**config.mk**
```make
export PLATFORM = sky130hd
export DESIGN_NAME = flash_read_ctrl_flat
export DESIGN_NICKNAME = d
export VERILOG_FILES = /design/src/rtl/flash_read_ctrl_if.sv /design/src/rtl/flash_read_ctrl.sv /design/src/flat_wrapper.sv
export SDC_FILE = /design/constraint.sdc
export NUM_CORES = 1
export LEC_CHECK = 0
export CAP_MARGIN = 40
export CORE_ASPECT_RATIO = 0.75
export CORE_MARGIN = 2
export CORE_UTILIZATION = 45
export DETAILED_ROUTE_END_ITERATION = 7
export PLACE_DENSITY = 0.68
export SLEW_MARGIN = 20
export SYNTH_ARGS = -nofsm -noshare
export SYNTH_HDL_FRONTEND = slang
export SYNTH_SLANG_ARGS = --single-unit
export TNS_END_PERCENT = 20
```
**constraint.sdc**
```tcl
create_clock -name system_clk -period 5.4 [get_ports system_clk]
set_clock_uncertainty 0.05 [all_clocks]
set_input_delay 0.81 -clock system_clk [delete_from_list [all_inputs] [get_ports system_clk]]
set_output_delay 0.81 -clock system_clk [all_outputs]
set_load 0.005 [all_outputs]
```
**src/rtl/flash_read_ctrl_if.sv**
```systemverilog
// Signal bundle between the flash read controller, the flash pins and the
// read-back/verify fabric. The controller takes the master side.
interface flash_read_ctrl_if;
  // fabric request side
  logic        key;
  logic [31:0] addr;
  logic [7:0]  rd_num;
  // fabric response side
  logic [7:0]  rd_data;
  logic        rd_valid;
  logic        busy;
  logic        rd_done;
  // flash pins
  logic        cs_n;
  logic        spi_clk;
  logic        io0;
  logic        io1;

  modport master (
    input  key, addr, rd_num, io1,
    output rd_data, rd_valid, busy, rd_done, cs_n, spi_clk, io0
  );

  modport slave (
    output key, addr, rd_num, io1,
    input  rd_data, rd_valid, busy, rd_done, cs_n, spi_clk, io0
  );
endinterface

```
**src/rtl/flash_read_ctrl.sv**
```systemverilog
// SPI flash READ (0x03) controller, single lane, mode 0.
// A key rising edge while idle latches the 24-bit address and byte count,
// shifts out opcode + address, then streams rd_num+1 bytes back to the fabric.
//
// state   | meaning
// --------+-------------------------------------------------------------
// IDLE    | cs_n high, waiting for a key rising edge
// SETUP   | cs_n low, spi_clk low, opcode MSB on io0 for CLK_DIV cycles
// CMD     | 8 opcode bits, MSB first
// ADDR    | 24 address bits, addr[23] first
// DATA    | io0 low, MISO shifted into rd_data, one byte per 8 SCK rises
// HOLD    | spi_clk low for CLK_DIV cycles before releasing cs_n
// GAP     | cs_n high for CS_GAP cycles, key ignored
module flash_read_ctrl #(
  parameter int         CLK_DIV = 2,
  parameter logic [7:0] RD_CMD  = 8'h03,
  parameter int         CS_GAP  = 8
) (
  input logic               system_clk,
  input logic               system_reset_n,
  flash_read_ctrl_if.master bus
);

  typedef enum logic [2:0] {
    ST_IDLE  = 3'd0,
    ST_SETUP = 3'd1,
    ST_CMD   = 3'd2,
    ST_ADDR  = 3'd3,
    ST_DATA  = 3'd4,
    ST_HOLD  = 3'd5,
    ST_GAP   = 3'd6
  } state_e;

  // One down-counter serves both the SCK half-period and the cs_n gap.
  localparam int TMR_MAX = (CS_GAP > CLK_DIV) ? CS_GAP : CLK_DIV;
  localparam int TMR_W   = $clog2(TMR_MAX + 1);
  localparam logic [TMR_W-1:0] DIV_LOAD = TMR_W'(CLK_DIV - 1);
  localparam logic [TMR_W-1:0] GAP_LOAD = TMR_W'(CS_GAP - 1);

  state_e            state_q, state_d;
  logic [TMR_W-1:0]  tmr_q, tmr_d;
  logic              sck_q, sck_d;
  logic [4:0]        bit_cnt_q, bit_cnt_d;
  logic [8:0]        byte_cnt_q, byte_cnt_d;
  logic [31:0]       shift_q, shift_d;
  logic [6:0]        rx_q, rx_d;
  logic [7:0]        rd_num_q, rd_num_d;
  logic [7:0]        rd_data_q, rd_data_d;
  logic              rd_valid_q, rd_valid_d;
  logic              key_q;
  logic              cs_n_q, cs_n_d;
  logic              busy_q, busy_d;
  logic              rd_done_q, rd_done_d;

  logic              tick;
  logic              shifting;
  logic              sck_rise;
  logic              sck_fall;
  logic              last_bit;
  logic              last_byte;
  logic              accept;
  logic [7:0]        addr_unused;

  // Only the low 24 address bits go to the flash.
  assign addr_unused = bus.addr[31:24];

  assign tick      = (tmr_q == '0);
  assign shifting  = (state_q == ST_CMD) || (state_q == ST_ADDR) || (state_q == ST_DATA);
  assign sck_rise  = shifting && tick && !sck_q;
  assign sck_fall  = shifting && tick && sck_q;
  assign last_bit  = (bit_cnt_q == 5'd0);
  assign last_byte = (byte_cnt_q == {1'b0, rd_num_q});
  // Edge detect so a key held high starts exactly one transaction.
  assign accept    = (state_q == ST_IDLE) && bus.key && !key_q;

  // State register.
  always_ff @(posedge system_clk or negedge system_reset_n) begin
    if (!system_reset_n) state_q <= ST_IDLE;
    else                 state_q <= state_d;
  end

  // Next-state logic; shifting states advance on the SCK falling tick of their last bit.
  always_comb begin
    state_d = state_q;
    case (state_q)
      ST_IDLE:  if (accept) state_d = ST_SETUP;
      ST_SETUP: if (tick) state_d = ST_CMD;
      ST_CMD:   if (sck_fall && last_bit) state_d = ST_ADDR;
      ST_ADDR:  if (sck_fall && last_bit) state_d = ST_DATA;
      ST_DATA:  if (sck_fall && last_bit && last_byte) state_d = ST_HOLD;
      ST_HOLD:  if (tick) state_d = ST_GAP;
      ST_GAP:   if (tick) state_d = ST_IDLE;
      default:  state_d = ST_IDLE;
    endcase
  end

  // Output logic: cs_n/busy/rd_done are registered from the upcoming state.
  always_comb begin
    cs_n_d    = (state_d == ST_IDLE) || (state_d == ST_GAP);
    busy_d    = !cs_n_d;
    rd_done_d = (state_q == ST_HOLD) && (state_d == ST_GAP);
  end

  // Registered FSM outputs.
  always_ff @(posedge system_clk or negedge system_reset_n) begin
    if (!system_reset_n) begin
      cs_n_q    <= 1'b1;
      busy_q    <= 1'b0;
      rd_done_q <= 1'b0;
    end else begin
      cs_n_q    <= cs_n_d;
      busy_q    <= busy_d;
      rd_done_q <= rd_done_d;
    end
  end

  // Datapath next values: timer, SCK phase, bit/byte counters, shifters.
  always_comb begin
    tmr_d      = tmr_q;
    bit_cnt_d  = bit_cnt_q;
    byte_cnt_d = byte_cnt_q;
    shift_d    = shift_q;
    rx_d       = rx_q;
    rd_num_d   = rd_num_q;
    rd_data_d  = rd_data_q;
    rd_valid_d = 1'b0;

    if (state_d == ST_GAP && state_q != ST_GAP) tmr_d = GAP_LOAD;
    else if (state_d == ST_IDLE)                tmr_d = '0;
    else if (state_q == ST_IDLE || tick)        tmr_d = DIV_LOAD;
    else                                        tmr_d = tmr_q - 1'b1;

    // SCK toggles only inside the shifting states, so it never moves with cs_n high.
    sck_d = shifting ? (tick ? ~sck_q : sck_q) : 1'b0;

    if (accept) begin
      bit_cnt_d  = 5'd7;
      byte_cnt_d = 9'd0;
      rd_num_d   = bus.rd_num;
      shift_d    = {RD_CMD, bus.addr[23:0]};
    end else if (sck_fall) begin
      if (last_bit) bit_cnt_d = (state_q == ST_CMD) ? 5'd23 : 5'd7;
      else          bit_cnt_d = bit_cnt_q - 1'b1;
      // Shifting zeros in leaves io0 low for the whole DATA phase.
      if (state_q == ST_CMD || state_q == ST_ADDR) shift_d = {shift_q[30:0], 1'b0};
      if (state_q == ST_DATA && last_bit) byte_cnt_d = byte_cnt_q + 1'b1;
    end

    if (sck_rise && state_q == ST_DATA) begin
      rx_d = {rx_q[5:0], bus.io1};
      if (last_bit) begin
        rd_data_d  = {rx_q, bus.io1};
        rd_valid_d = 1'b1;
      end
    end
  end

  // Datapath registers.
  always_ff @(posedge system_clk or negedge system_reset_n) begin
    if (!system_reset_n) begin
      tmr_q      <= '0;
      sck_q      <= 1'b0;
      bit_cnt_q  <= '0;
      byte_cnt_q <= '0;
      shift_q    <= '0;
      rx_q       <= '0;
      rd_num_q   <= '0;
      rd_data_q  <= '0;
      rd_valid_q <= 1'b0;
      key_q      <= 1'b0;
    end else begin
      tmr_q      <= tmr_d;
      sck_q      <= sck_d;
      bit_cnt_q  <= bit_cnt_d;
      byte_cnt_q <= byte_cnt_d;
      shift_q    <= shift_d;
      rx_q       <= rx_d;
      rd_num_q   <= rd_num_d;
      rd_data_q  <= rd_data_d;
      rd_valid_q <= rd_valid_d;
      key_q      <= bus.key;
    end
  end

  assign bus.cs_n     = cs_n_q;
  assign bus.spi_clk  = sck_q;
  assign bus.io0      = shift_q[31];
  assign bus.rd_data  = rd_data_q;
  assign bus.rd_valid = rd_valid_q;
  assign bus.busy     = busy_q;
  assign bus.rd_done  = rd_done_q;

endmodule
```
**src/flat_wrapper.sv**
```systemverilog
// flat-port wrapper written by rule: the top's interface ports become plain ports
module flash_read_ctrl_flat 
#(
  parameter int         CLK_DIV = 2,
  parameter logic [7:0] RD_CMD  = 8'h03,
  parameter int         CS_GAP  = 8
)
  (system_clk, system_reset_n, bus_key, bus_addr, bus_rd_num, bus_io1, bus_rd_data, bus_rd_valid, bus_busy, bus_rd_done, bus_cs_n, bus_spi_clk, bus_io0);
  flash_read_ctrl_if bus_i ();
  input logic system_clk;
  input logic system_reset_n;
  input wire logic [$bits(bus_i.key)-1:0] bus_key;
  input wire logic [$bits(bus_i.addr)-1:0] bus_addr;
  input wire logic [$bits(bus_i.rd_num)-1:0] bus_rd_num;
  input wire logic [$bits(bus_i.io1)-1:0] bus_io1;
  output wire logic [$bits(bus_i.rd_data)-1:0] bus_rd_data;
  output wire logic [$bits(bus_i.rd_valid)-1:0] bus_rd_valid;
  output wire logic [$bits(bus_i.busy)-1:0] bus_busy;
  output wire logic [$bits(bus_i.rd_done)-1:0] bus_rd_done;
  output wire logic [$bits(bus_i.cs_n)-1:0] bus_cs_n;
  output wire logic [$bits(bus_i.spi_clk)-1:0] bus_spi_clk;
  output wire logic [$bits(bus_i.io0)-1:0] bus_io0;
  assign bus_i.key = bus_key;
  assign bus_i.addr = bus_addr;
  assign bus_i.rd_num = bus_rd_num;
  assign bus_i.io1 = bus_io1;
  assign bus_rd_data = bus_i.rd_data;
  assign bus_rd_valid = bus_i.rd_valid;
  assign bus_busy = bus_i.busy;
  assign bus_rd_done = bus_i.rd_done;
  assign bus_cs_n = bus_i.cs_n;
  assign bus_spi_clk = bus_i.spi_clk;
  assign bus_io0 = bus_i.io0;
  flash_read_ctrl #(.CLK_DIV(CLK_DIV), .RD_CMD(RD_CMD), .CS_GAP(CS_GAP)) u_core (.system_clk(system_clk), .system_reset_n(system_reset_n), .bus(bus_i));
endmodule
```
Word-level counts from Yosys, hierarchy flattened
Index checks and enable logic that the tools add are counted.
{"block": "totals", "output_inout_bits": 14, "word_cells": 81, "input_bits": 44, "register_bits": 82}
{"block": "classes", "muxes": 25, "n_bitwise": 1, "n_addsub": 3, "n_reduce_logical": 28, "eq_ne": 10}
{"cell": "$mux 32", "count": 3}
{"cell": "$mux 9", "count": 3}
{"cell": "$mux 3", "count": 7}
{"cell": "$pmux 3 s7", "count": 1}
{"cell": "$mux 5", "count": 4}
{"cell": "$eq 3x3->1 const B", "count": 4}
{"cell": "$mux 4", "count": 3}
{"cell": "$logic_and 1x1->1", "count": 11}
{"cell": "$add 9x1->9 const B", "count": 1}
{"cell": "$eq 9x8->1", "count": 1}
{"cell": "$eq 3x2->1 const B", "count": 2}
{"cell": "$logic_not 3->1", "count": 2}
{"cell": "$reduce_and 2->1", "count": 3}
{"cell": "$reduce_bool 2->1", "count": 3}
{"cell": "$logic_not 5->1", "count": 1}
{"cell": "$sub 5x1->5 const B", "count": 1}
{"cell": "$logic_not 4->1", "count": 1}
{"cell": "$logic_or 1x1->1", "count": 4}
{"cell": "$mux 1", "count": 4}
{"cell": "$sub 4x1->4 const B", "count": 1}
{"cell": "$eq 3x1->1 const B", "count": 1}
{"cell": "$logic_not 1->1", "count": 3}
{"cell": "$ne 3x3->1 const B", "count": 1}
{"cell": "$ne 2x1->1 const B", "count": 1}
{"cell": "$not 1->1", "count": 1}

Depth between registers and ports, before layout
Gate-level depths: netlist (run 1).
{"block": "logic_depth", "ltp_word": 12, "depth_mapped": 7, "ltp_nobuf": 6}

Worst setup path before layout (run 1)
No wires, ideal clock.
{"block": "synth_timing", "path_kind": "reg2reg", "from": "reg u_core.bit_cnt_q[0]", "to": "reg u_core.byte_cnt_q[7]", "period_less_slack_ns": 2.227, "arrival_time_ns": 2.099, "stages_incl_launch_ff": 7, "slack_ns": 3.173, "path_cell_list": "dfrtp_1 inv_1 ha_1 or4b_4 or4_4 or3_1 a21oi_1"}
{"block": "synth_between", "elab_chain_cells": 4}
{"item": "start, declared", "line": "flash_read_ctrl.sv:43", "rtl": "logic [4:0] bit_cnt_q, bit_cnt_d;"}
{"item": "start signal, assigned", "line": "flash_read_ctrl.sv:174", "rtl": "bit_cnt_q <= bit_cnt_d;"}
{"item": "$logic_not 5->1", "line": "flash_read_ctrl.sv:71", "rtl": "assign last_bit = (bit_cnt_q == 5'd0);"}
{"item": "$logic_and 1x1->1", "line": "flash_read_ctrl.sv:146", "rtl": "if (state_q == ST_DATA && last_bit) byte_cnt_d = byte_cnt_q + 1'b1;"}
{"item": "$reduce_bool 2->1 (no source line)"}
{"item": "$reduce_and 2->1 (no source line)"}
{"item": "end signal, assigned", "line": "flash_read_ctrl.sv:175", "rtl": "byte_cnt_q <= byte_cnt_d;"}
{"item": "end, declared", "line": "flash_read_ctrl.sv:44", "rtl": "logic [8:0] byte_cnt_q, byte_cnt_d;"}
No other way between the ends.
A chain may end at the register's enable or synchronous reset.

Worst setup path in the final report (run 1)
{"block": "layout_timing", "from": "reg u_core.tmr_q[0]", "to": "reg u_core.bit_cnt_q[3]"}
{"block": "layout_between", "elab_chain_cells": 4}
{"item": "start, declared", "line": "flash_read_ctrl.sv:41", "rtl": "logic [TMR_W-1:0] tmr_q, tmr_d;"}
{"item": "start signal, assigned", "line": "flash_read_ctrl.sv:172", "rtl": "tmr_q <= tmr_d;"}
{"item": "$logic_not 4->1", "line": "flash_read_ctrl.sv:67", "rtl": "assign tick = (tmr_q == '0);"}
{"item": "$logic_and 1x1->1 (2 in series)", "line": "flash_read_ctrl.sv:70", "rtl": "assign sck_fall = shifting && tick && sck_q;"}
{"item": "$reduce_bool 2->1 (no source line)"}
No other way between the ends.

==> run_results.csv, run 1 <==
group,metric,value,unit
outcome,status,"complete, no violations",
yosys,synth_edf_count,0,
yosys,synthMuxAreaShare,5.248,%
clock_tree,post_cts_buffers,0,
setup_path,cp_data_required_time,5.63,ns
sta,setup_viol,0,
finish,num-nets-final,454,
sta,fin_ws,2.831,ns
yosys,yosys.area_share.simple,16.07,%
setup_path,cp_top_family,"simple AND/OR/NAND/NOR gates",
sta,post-route-period-util,47.58,%
finish,fin_cells,516,
drt,drt-total-wl,7.531,mm
setup_path,path_buf_inv,1,
sta,finalHoldViolations,0,
place,port_buffers,49,
run,maxCapViolCount,0,
place,post-place-cells,499,
setup_path,arrival,2.80,ns
floorplan,die_area,9183,sq um
finish,layout-drive-gt1-share,11.68,%
grt,grt_max_degree,43,
power,leakagePower,2.174,nW
clock_tree,ctsHoldBuffers,0,
yosys,syn-cell-area,3791,sq um
grt,antenna_found_initial,0,
floorplan,rows,28,
sta,slew_headroom,45.52,%
yosys,synth_compound_area_share,17.49,%
drt,via_per_inst,5.417,
clock_tree,cts_buffers,9,
drt,dr.pass1.iters,4,
place,place_area,4397,sq um
clock_tree,cts.repair.resized,0,
sta,fmax,389.2,MHz
power,peakVddDrop,0.1918,mV
min_path,hp-class,"in2async",
yosys,synthAdderAreaFrac,1.320,%
setup_path,cp_slowest_cell,"or4_1",
yosys,synth-xor-area-share,2.772,%
yosys,syn_inst,361,
yosys,synth_top_family_by_area,"compound AO/OA/AOI/OAI gates",
setup_path,path_cells,"inv_1 -> ha_1 -> nor4bb_1 -> o21ai_1 -> or4_1 -> a21oi_1",
yosys,ys_ff_latch,82,
clock_tree,clk_latency,0.35,ns
drt,vias,2795,
drt,wire_per_inst,14.59,microns
floorplan,die_w,110.0,microns
sta,period_needed,2.569,ns
sta,tightest_slew,0.8154,ns
setup_path,critical_path.max_fanout,9,
clock_tree,cts_sinks,82,
setup_path,start_kind,"flop",
setup_path,critical_path_class,"reg2reg",
finish,insertedDiodeCount,0,
drt,route.detailed.drc,0,
power,power_density,249.6,nW/um^2
yosys,synth_ff_type,"dfrtp_1",
yosys,synth-seq-area-share,54.16,%
finish,syn2layout_area_growth,21.49,%
grt,grtUsageTotal,18.09,%
grt,grt_pass1_vias,2812,
yosys,synth_warnings,0,
place,hpwl,5.021,mm
floorplan,start_util,47.26,%
setup_path,critPathMaxStageDelay,0.57,ns
clock_tree,tritoncts,"yes",
finish,fin_area,4606,sq um
sta,timing_max_transition_violations_final,0,
yosys,async_flop_share,100.0,%
drt,ant_nets,0,
floorplan,coreArea,8023,sq um
sta,rsz0062_at_grt,"false",
yosys,synthesis.nets,409,
place,dp_slack,2.507,ns
grt,grt-ovfl-total,0,
floorplan,ioPinCount,58,
clock_tree,clk_pin_slew,0.09,ns
setup_path,end_kind,"flop",
yosys,synth_cell_types,52,
clock_tree,htreeDepth,3,
clock_tree,cts_root_buffer,"clkbuf_8",
drt,drtIter0Drc,137,
floorplan,die_y,83.49,microns
clock_tree,clockBufferDepth,2,
place,place_congestion,0.7470,
grt,grt_pass1_wl,13.32,mm
yosys,avgSynthCellArea,10.50,sq um
sta,setup_tns,0,ns
area by class of cell:
type                       instances  area (sq um)
clock buffer                      10         137.6
clock inverter                     6         66.31
fill                             703          3417
inverter                           8         30.03
multi-input combinational        250          1637
sequential                        82          2053
tap                              105         131.4
timing repair buffer              55         550.5
cell usage in the layout, fill, tap and decap left out, types with 3 or more instances in the layout:
master           count
nor2_1              13
clkdlybuf4s50_1     48
or3_1                4
clkinvlp_4           3
mux2i_1              3
o211ai_1             6
nand2_1             65
a22o_1              22
dfrtp_1             81
nor3_1               3
a21o_1              21
inv_1                8
a21oi_1             15
o21ai_0             12
xnor2_1              4
buf_4                4
ha_1                 4
nand3_1              4
nand2b_1             4
nand4_1              3
xor2_1               8
a31oi_1              7
mux2_2              15
or4_1                4
clkbuf_8            10
metal layers:
metal	vias up	track usage (%)	wire length, microns
li1	1370	-	-
met1	1375	27.19	3763
met2	42	26.05	3417
met3	8	4.684	288
met4	0	4.373	61
met5	-	0	0
final timing paths:
check                                  startpoint               endpoint  slack (ns)  cells after the start
worst max-delay path              u_core.tmr_q[0]    u_core.bit_cnt_q[3]        2.83                      6
worst min-delay path               system_reset_n  u_core.bus.rd_data[4]        0.39                      1
worst max register to register    u_core.tmr_q[0]    u_core.bit_cnt_q[3]        2.83                      6
worst min register to register  u_core.shift_q[5]      u_core.shift_q[5]        0.43                      1
max in group asynchronous          system_reset_n        u_core.bus.cs_n        4.26                      2
min in group system_clk         u_core.shift_q[5]      u_core.shift_q[5]        0.43                      1
cells by family (layout without fill, tap and decap cells):
family	count (synthesis)	after routing
simple gates	122	122
flops	82	82
buf+inv	29	79
fa+ha+maj	4	4
compound gates	94	94
xor+xnor	12	12
mux	18	18
through the flow:
stage               total power, mW  utilization, %  hold slack (ns)
floorplan                    0.6678               -           0.3990
global placement             0.7110           54.37           0.4083
detailed placement           0.7154           54.80           0.4160
CTS                           1.167           57.35           0.3981
global route                  1.200           57.41           0.4141
finish                        1.149           57.41           0.3885
state kept, by name, summed over array words and instances, names as in the netlist:
name                 count
u_core.bit_cnt_q         5
u_core.bus.busy          1
u_core.bus.cs_n          1
u_core.bus.rd_data       8
u_core.bus.rd_done       1
u_core.bus.rd_valid      1
u_core.bus.spi_clk       1
u_core.byte_cnt_q        9
u_core.key_q             1
u_core.rd_num_q          8
u_core.rx_q              7
u_core.shift_q          32
u_core.state_q           3
u_core.tmr_q             4
cells in the mapped netlist (4+ instances only):
library cell   n  area share, %
a22o_1        22            5.1
ha_1           4            1.3
nand2b_1       4           0.66
nand3_1        4           0.53
inv_1          8           0.79
nand2_1       65            6.4
a21o_1        21            4.2
or3_1          4           0.66
a31oi_1        7            1.2
nor2_1        14            1.4
o211ai_1       6            1.2
dfrtp_1       81             53
a21oi_1       15            2.0
xnor2_1        4           0.92
mux2_2        15            4.5
clkbuf_1      18            1.8
or4_1          4           0.79
xor2_1         8            1.8
o21ai_0       12            1.6
where the power goes:
part	switching (mW)	internal, mW
registers	0.0121	0.629
logic	0.0244	0.0359
clock network	0.222	0.226
total	0.258	0.891
(Power assumes the default switching activity.)
==> run 2, diff against run 1 <==
--- a/config.mk
+++ b/config.mk
@@ -10,7 +10,7 @@
 export CORE_MARGIN = 2
 export CORE_UTILIZATION = 45
 export DETAILED_ROUTE_END_ITERATION = 7
-export PLACE_DENSITY = 0.68
+export PLACE_DENSITY = 0.71
 export SLEW_MARGIN = 20
 export SYNTH_ARGS = -nofsm -noshare
 export SYNTH_HDL_FRONTEND = slang
==> constraint.sdc (replaced) <==
create_clock -name system_clk -period 2.2 [get_ports system_clk]
set_clock_uncertainty 0.05 [all_clocks]
set_input_delay 0.33 -clock system_clk [delete_from_list [all_inputs] [get_ports system_clk]]
set_output_delay 0.33 -clock system_clk [all_outputs]
set_load 0.005 [all_outputs]
==> run_results.csv, run 2 (same netlist as run 1, synthesis figures left out) <==
group,metric,value,unit
floorplan,rows,28,
sta,post-route-period-util,98.09,%
min_path,hp-class,"in2reg",
power,power_density,575.9,nW/um^2
place,post-place-cells,519,
drt,ant_nets,0,
place,port_buffers,49,
sta,tightest_slew,0.5485,ns
floorplan,ioPinCount,58,
clock_tree,clk_latency,0.35,ns
finish,largest_reg_flops,32,
finish,nFillCells,680,
drt,via_per_inst,5.401,
finish,layout_common_cells,"dfrtp_1 (81), nand2_1 (64), clkdlybuf4s50_1 (48)",
grt,grt_pass1_vias,2881,
finish,fin_cells,536,
outcome,status,"complete, no violations",
setup_path,critPathLaunch,"u_core.bit_cnt_q[1]",
setup_path,critical_path_class,"reg2reg",
drt,route.detailed.drc,0,
clock_tree,tritoncts,"yes",
finish,num-nets-final,475,
floorplan,die_w,110.0,microns
drt,dr.pass1.iters,4,
grt,grt-ovfl-total,0,
setup_path,critical_path.max_fanout,6,
clock_tree,clk_pin_slew,0.08,ns
place,hpwl,5.285,mm
clock_tree,clockBufferDepth,2,
sta,rsz0062_at_grt,"true",
clock_tree,cts_root_buffer,"clkbuf_8",
place,place_area,4579,sq um
setup_path,start_kind,"flop",
sta,slew_headroom,63.43,%
floorplan,die_y,83.49,microns
grt,grt_max_degree,42,
place,place_congestion,0.7752,
setup_path,cp_slowest_cell,"or4_4",
grt,grtUsageTotal,18.87,%
sta,finalHoldViolations,0,
grt,antenna_found_initial,0,
clock_tree,cts_sinks,82,
finish,final_common_cell,"dfrtp_1",
sta,timing_max_transition_violations_final,0,
floorplan,coreArea,8023,sq um
sta,fmax,463.4,MHz
finish,fin_area,4816,sq um
setup_path,reg2reg_from,"u_core.bit_cnt_q[1]",
setup_path,end_kind,"flop",
clock_tree,htreeDepth,3,
setup_path,path_cells,"inv_2 -> ha_2 -> or4b_4 -> or4_4 -> or3_1 -> a21oi_2",
power,peakVddDrop,0.3058,mV
finish,regMostFlops,"u_core.shift_q",
drt,vias,2895,
power,p_total,2.773,mW
setup_path,critPathMaxStageDelay,0.47,ns
finish,multi_input_area,1674,sq um
finish,final-seq-area,2053,sq um
finish,post-route-util,60.03,%
finish,layout-drive-gt1-share,17.63,%
power,leakagePower,2.280,nW
finish,reg_top3,"u_core.shift_q (32), u_core.byte_cnt_q (9)",
drt,drt-total-wl,7.831,mm
min_path,hp-start,"bus_key",
setup_path,arrival,2.38,ns
setup_path,cp_data_required_time,2.42,ns
drt,wire_per_inst,14.61,microns
run,maxCapViolCount,0,
finish,insertedDiodeCount,0,
finish,syn2layout_area_growth,27.03,%
drt,drtIter0Drc,98,
sta,setup_viol,0,
grt,grt_pass1_wl,13.76,mm
floorplan,die_area,9183,sq um
sta,period_needed,2.158,ns
clock_tree,cts_buffers,9,
floorplan,start_util,47.26,%
## run 2: routing by layer
layer	vias to the layer above	global-route usage (%)	part of all wire (%)
met5	-	0	0
met4	0	4.833	0.75
met3	6	4.059	3.9
met2	54	28.00	45
met1	1413	28.04	50
li1	1422	-	-
## run 2: cell type report
cell class              count  area share, %
clock buffers              10          2.650
clock inverters             5          1.169
inverters                   8         0.6235
multi-input cells         250          34.76
flip-flops and latches     82          42.63
well taps                 105          2.728
repair buffers             76          15.43
## run 2: metrics by stage
step / setup TNS (ns) / setup WS (ns) / hold WS, ns
floorplan: 0 / 0.07510 / -0.01559
global route: -0.1123 / -0.03027 / 0.4208
CTS: 0 / 0.003211 / 0.4101
detailed placement: 0 / 0.03658 / 0.3024
global placement: 0 / 0.09586 / 0.2962
finish: 0 / 0.04204 / 0.4204
## run 2: critical path: cells and delay by family, from the launching register on
kind            cells  cell delay [ns]
compound gates      1             0.14
fa+ha+maj           1             0.16
buf+inv             1             0.07
flops               1             0.40
simple gates        3             1.27
## run 2: what timing repair did
| action | 4_1_cts | 5_1_grt |
|---|---|---|
| pin swaps | 0 | 2 |
| resized for setup | 1 | 9 |
| hold buffers | 1 | 0 |
| hold endpoints to repair | 39 | 0 |
| setup endpoints to repair | 1 | 25 |
| setup buffers | 0 | 1 |
## run 2: where the power goes
group | internal, mW | leakage [nW] | switching, mW
clock | 0.517 | 0.0921 | 0.529
combinational | 0.0913 | 1.14 | 0.0621
sequential | 1.54 | 1.05 | 0.0295
total | 2.15 | 2.28 | 0.621
## run 2: worst paths after layout
path                                               to  slack, ns  cells past startpoint
worst max register to register   u_core.byte_cnt_q[7]       0.04                      6
worst max-delay path             u_core.byte_cnt_q[7]       0.04                      6
max in group asynchronous             u_core.bus.cs_n       0.98                      3
worst min register to register      u_core.shift_q[2]       0.43                      1
worst min-delay path                     u_core.key_q       0.42                      1
min in group asynchronous       u_core.bus.rd_data[4]       0.46                      2
==> run 3, diff against run 2 <==
--- a/config.mk
+++ b/config.mk
@@ -11,6 +11,7 @@
 export CORE_UTILIZATION = 45
 export DETAILED_ROUTE_END_ITERATION = 7
 export PLACE_DENSITY = 0.71
+export SKIP_LAST_GASP = 1
 export SLEW_MARGIN = 20
 export SYNTH_ARGS = -nofsm -noshare
 export SYNTH_HDL_FRONTEND = slang
==> run_results.csv, run 3 (same netlist as run 1, synthesis figures left out) <==
group,metric,value,unit
floorplan,die_w,110.0,microns
finish,syn2layout_area_growth,26.63,%
clock_tree,cts_root_buffer,"clkbuf_8",
finish,regMostFlops,"u_core.shift_q",
clock_tree,cts_buffers,9,
setup_path,end_kind,"flop",
grt,grt_pass1_wl,13.76,mm
clock_tree,clk_latency,0.35,ns
finish,fin_cells,536,
finish,post-route-util,59.84,%
grt,grt_pass1_vias,2881,
setup_path,start_kind,"flop",
drt,wire_per_inst,14.69,microns
grt,grt_max_degree,42,
power,p_total,2.774,mW
finish,reg_top3,"u_core.shift_q (32), u_core.byte_cnt_q (9)",
finish,final_common_cell,"dfrtp_1",
setup_path,critical_path_class,"reg2reg",
run,maxCapViolCount,0,
clock_tree,clockBufferDepth,2,
sta,fmax,457.4,MHz
sta,finalHoldViolations,0,
grt,grt-ovfl-total,0,
finish,fin_area,4801,sq um
drt,drtIter0Drc,105,
sta,period_needed,2.186,ns
grt,grtUsageTotal,18.87,%
setup_path,arrival,2.41,ns
drt,drt-total-wl,7.872,mm
finish,largest_reg_flops,32,
sta,timing_max_transition_violations_final,0,
power,p_comb_share,5.5,%
place,place_congestion,0.7752,
finish,layout-drive-gt1-share,16.47,%
power,p_int,2.152,mW
power,swShare,22.42,%
clock_tree,htreeDepth,3,
finish,num-nets-final,475,
drt,via_per_inst,5.388,
setup_path,cp_data_required_time,2.42,ns
sta,slew_headroom,63.65,%
floorplan,die_area,9183,sq um
place,post-place-cells,519,
power,peakVddDrop,0.3080,mV
sta,tightest_slew,0.5453,ns
min_path,hp-class,"in2reg",
power,p_switching,0.6220,mW
floorplan,start_util,47.26,%
place,dp_slack,0.03658,ns
floorplan,coreArea,8023,sq um
floorplan,die_y,83.49,microns
finish,layout_common_cells,"dfrtp_1 (81), nand2_1 (64), clkdlybuf4s50_1 (48)",
sta,rsz0062_at_grt,"true",
power,power_density,577.9,nW/um^2
drt,ant_nets,0,
clock_tree,tritoncts,"yes",
floorplan,rows,28,
setup_path,critical_path.max_fanout,6,
sta,post-route-period-util,99.38,%
place,place_area,4579,sq um
sta,hold_ws,0.4217,ns
setup_path,critPathLaunch,"u_core.bit_cnt_q[1]",
min_path,hp-start,"bus_key",
finish,insertedDiodeCount,0,
power,seqPwrFrac,56.7,%
outcome,status,"complete, no violations",
setup_path,reg2reg_from,"u_core.bit_cnt_q[1]",
sta,setup_viol,0,
grt,antenna_found_initial,0,
place,hpwl,5.285,mm
clock_tree,clk_pin_slew,0.08,ns
drt,route.detailed.drc,0,
drt,vias,2888,
clock_tree,cts_sinks,82,
floorplan,ioPinCount,58,
place,port_buffers,49,
power,leakagePower,2.277,nW
sta,fin_ws,0.01354,ns
drt,dr.pass1.iters,5,
power,p_clk_share,37.8,%
sta,setup_tns,0,ns
-- run 3: cell counts in the layout (fill, tap and decap cells not counted) --
Identical to the previous run, type by type.
-- run 3: area by class of cell --
class,instances,area (sq um)
Sequential cell,82,2053
Inverter,8,30.03
Multi-Input combinational cell,250,1659
Fill cell,682,3222
Clock buffer,10,127.6
Tap cell,105,131.4
Clock inverter,5,56.30
Timing Repair Buffer,76,743.2
-- run 3: worst max-delay path, stage by stage, from the launching register on --
cell,delay [ns]
dfrtp_1,0.39
inv_1,0.09
ha_2,0.17
or4b_4,0.45
or4_4,0.47
or3_1,0.35
a21oi_2,0.15
-- run 3: path summary, 6_finish.rpt --
path | cells after the start | slack [ns] | to
worst max register to register | 6 | 0.01 | u_core.byte_cnt_q[5]
worst max-delay path | 6 | 0.01 | u_core.byte_cnt_q[5]
max in group asynchronous | 3 | 0.98 | u_core.bus.cs_n
min in group asynchronous | 2 | 0.46 | u_core.bus.rd_data[5]
worst min-delay path | 1 | 0.42 | u_core.key_q
worst min register to register | 1 | 0.43 | u_core.shift_q[2]
-- run 3: power groups by stage --
| stage | clock network (mW) | registers, mW | logic, mW |
|---|---|---|---|
| after floorplan | 0 | 1.60 | 0.0430 |
| after global placement | 0 | 1.60 | 0.150 |
| after detailed placement | 0 | 1.60 | 0.154 |
| after CTS | 1.08 | 1.57 | 0.157 |
| after global routing | 1.15 | 1.58 | 0.171 |
| final | 1.05 | 1.57 | 0.153 |
-- run 3: layer usage --
metal  vias up  GRT usage [%]  share of wire (%)
met1      1410          28.04                 50
met5         -              0                  0
met4         0          4.833               0.75
li1       1417              -                  -
met2        55          28.00                 46
met3         6          4.059                3.7
-- run 3: what timing repair did --
item	CTS	global route
hold buffers	1	0
setup endpoints to repair	1	25
endpoints found under the hold margin	39	0
gates resized for setup	1	4
buffers inserted	0	1
pin swaps	0	1
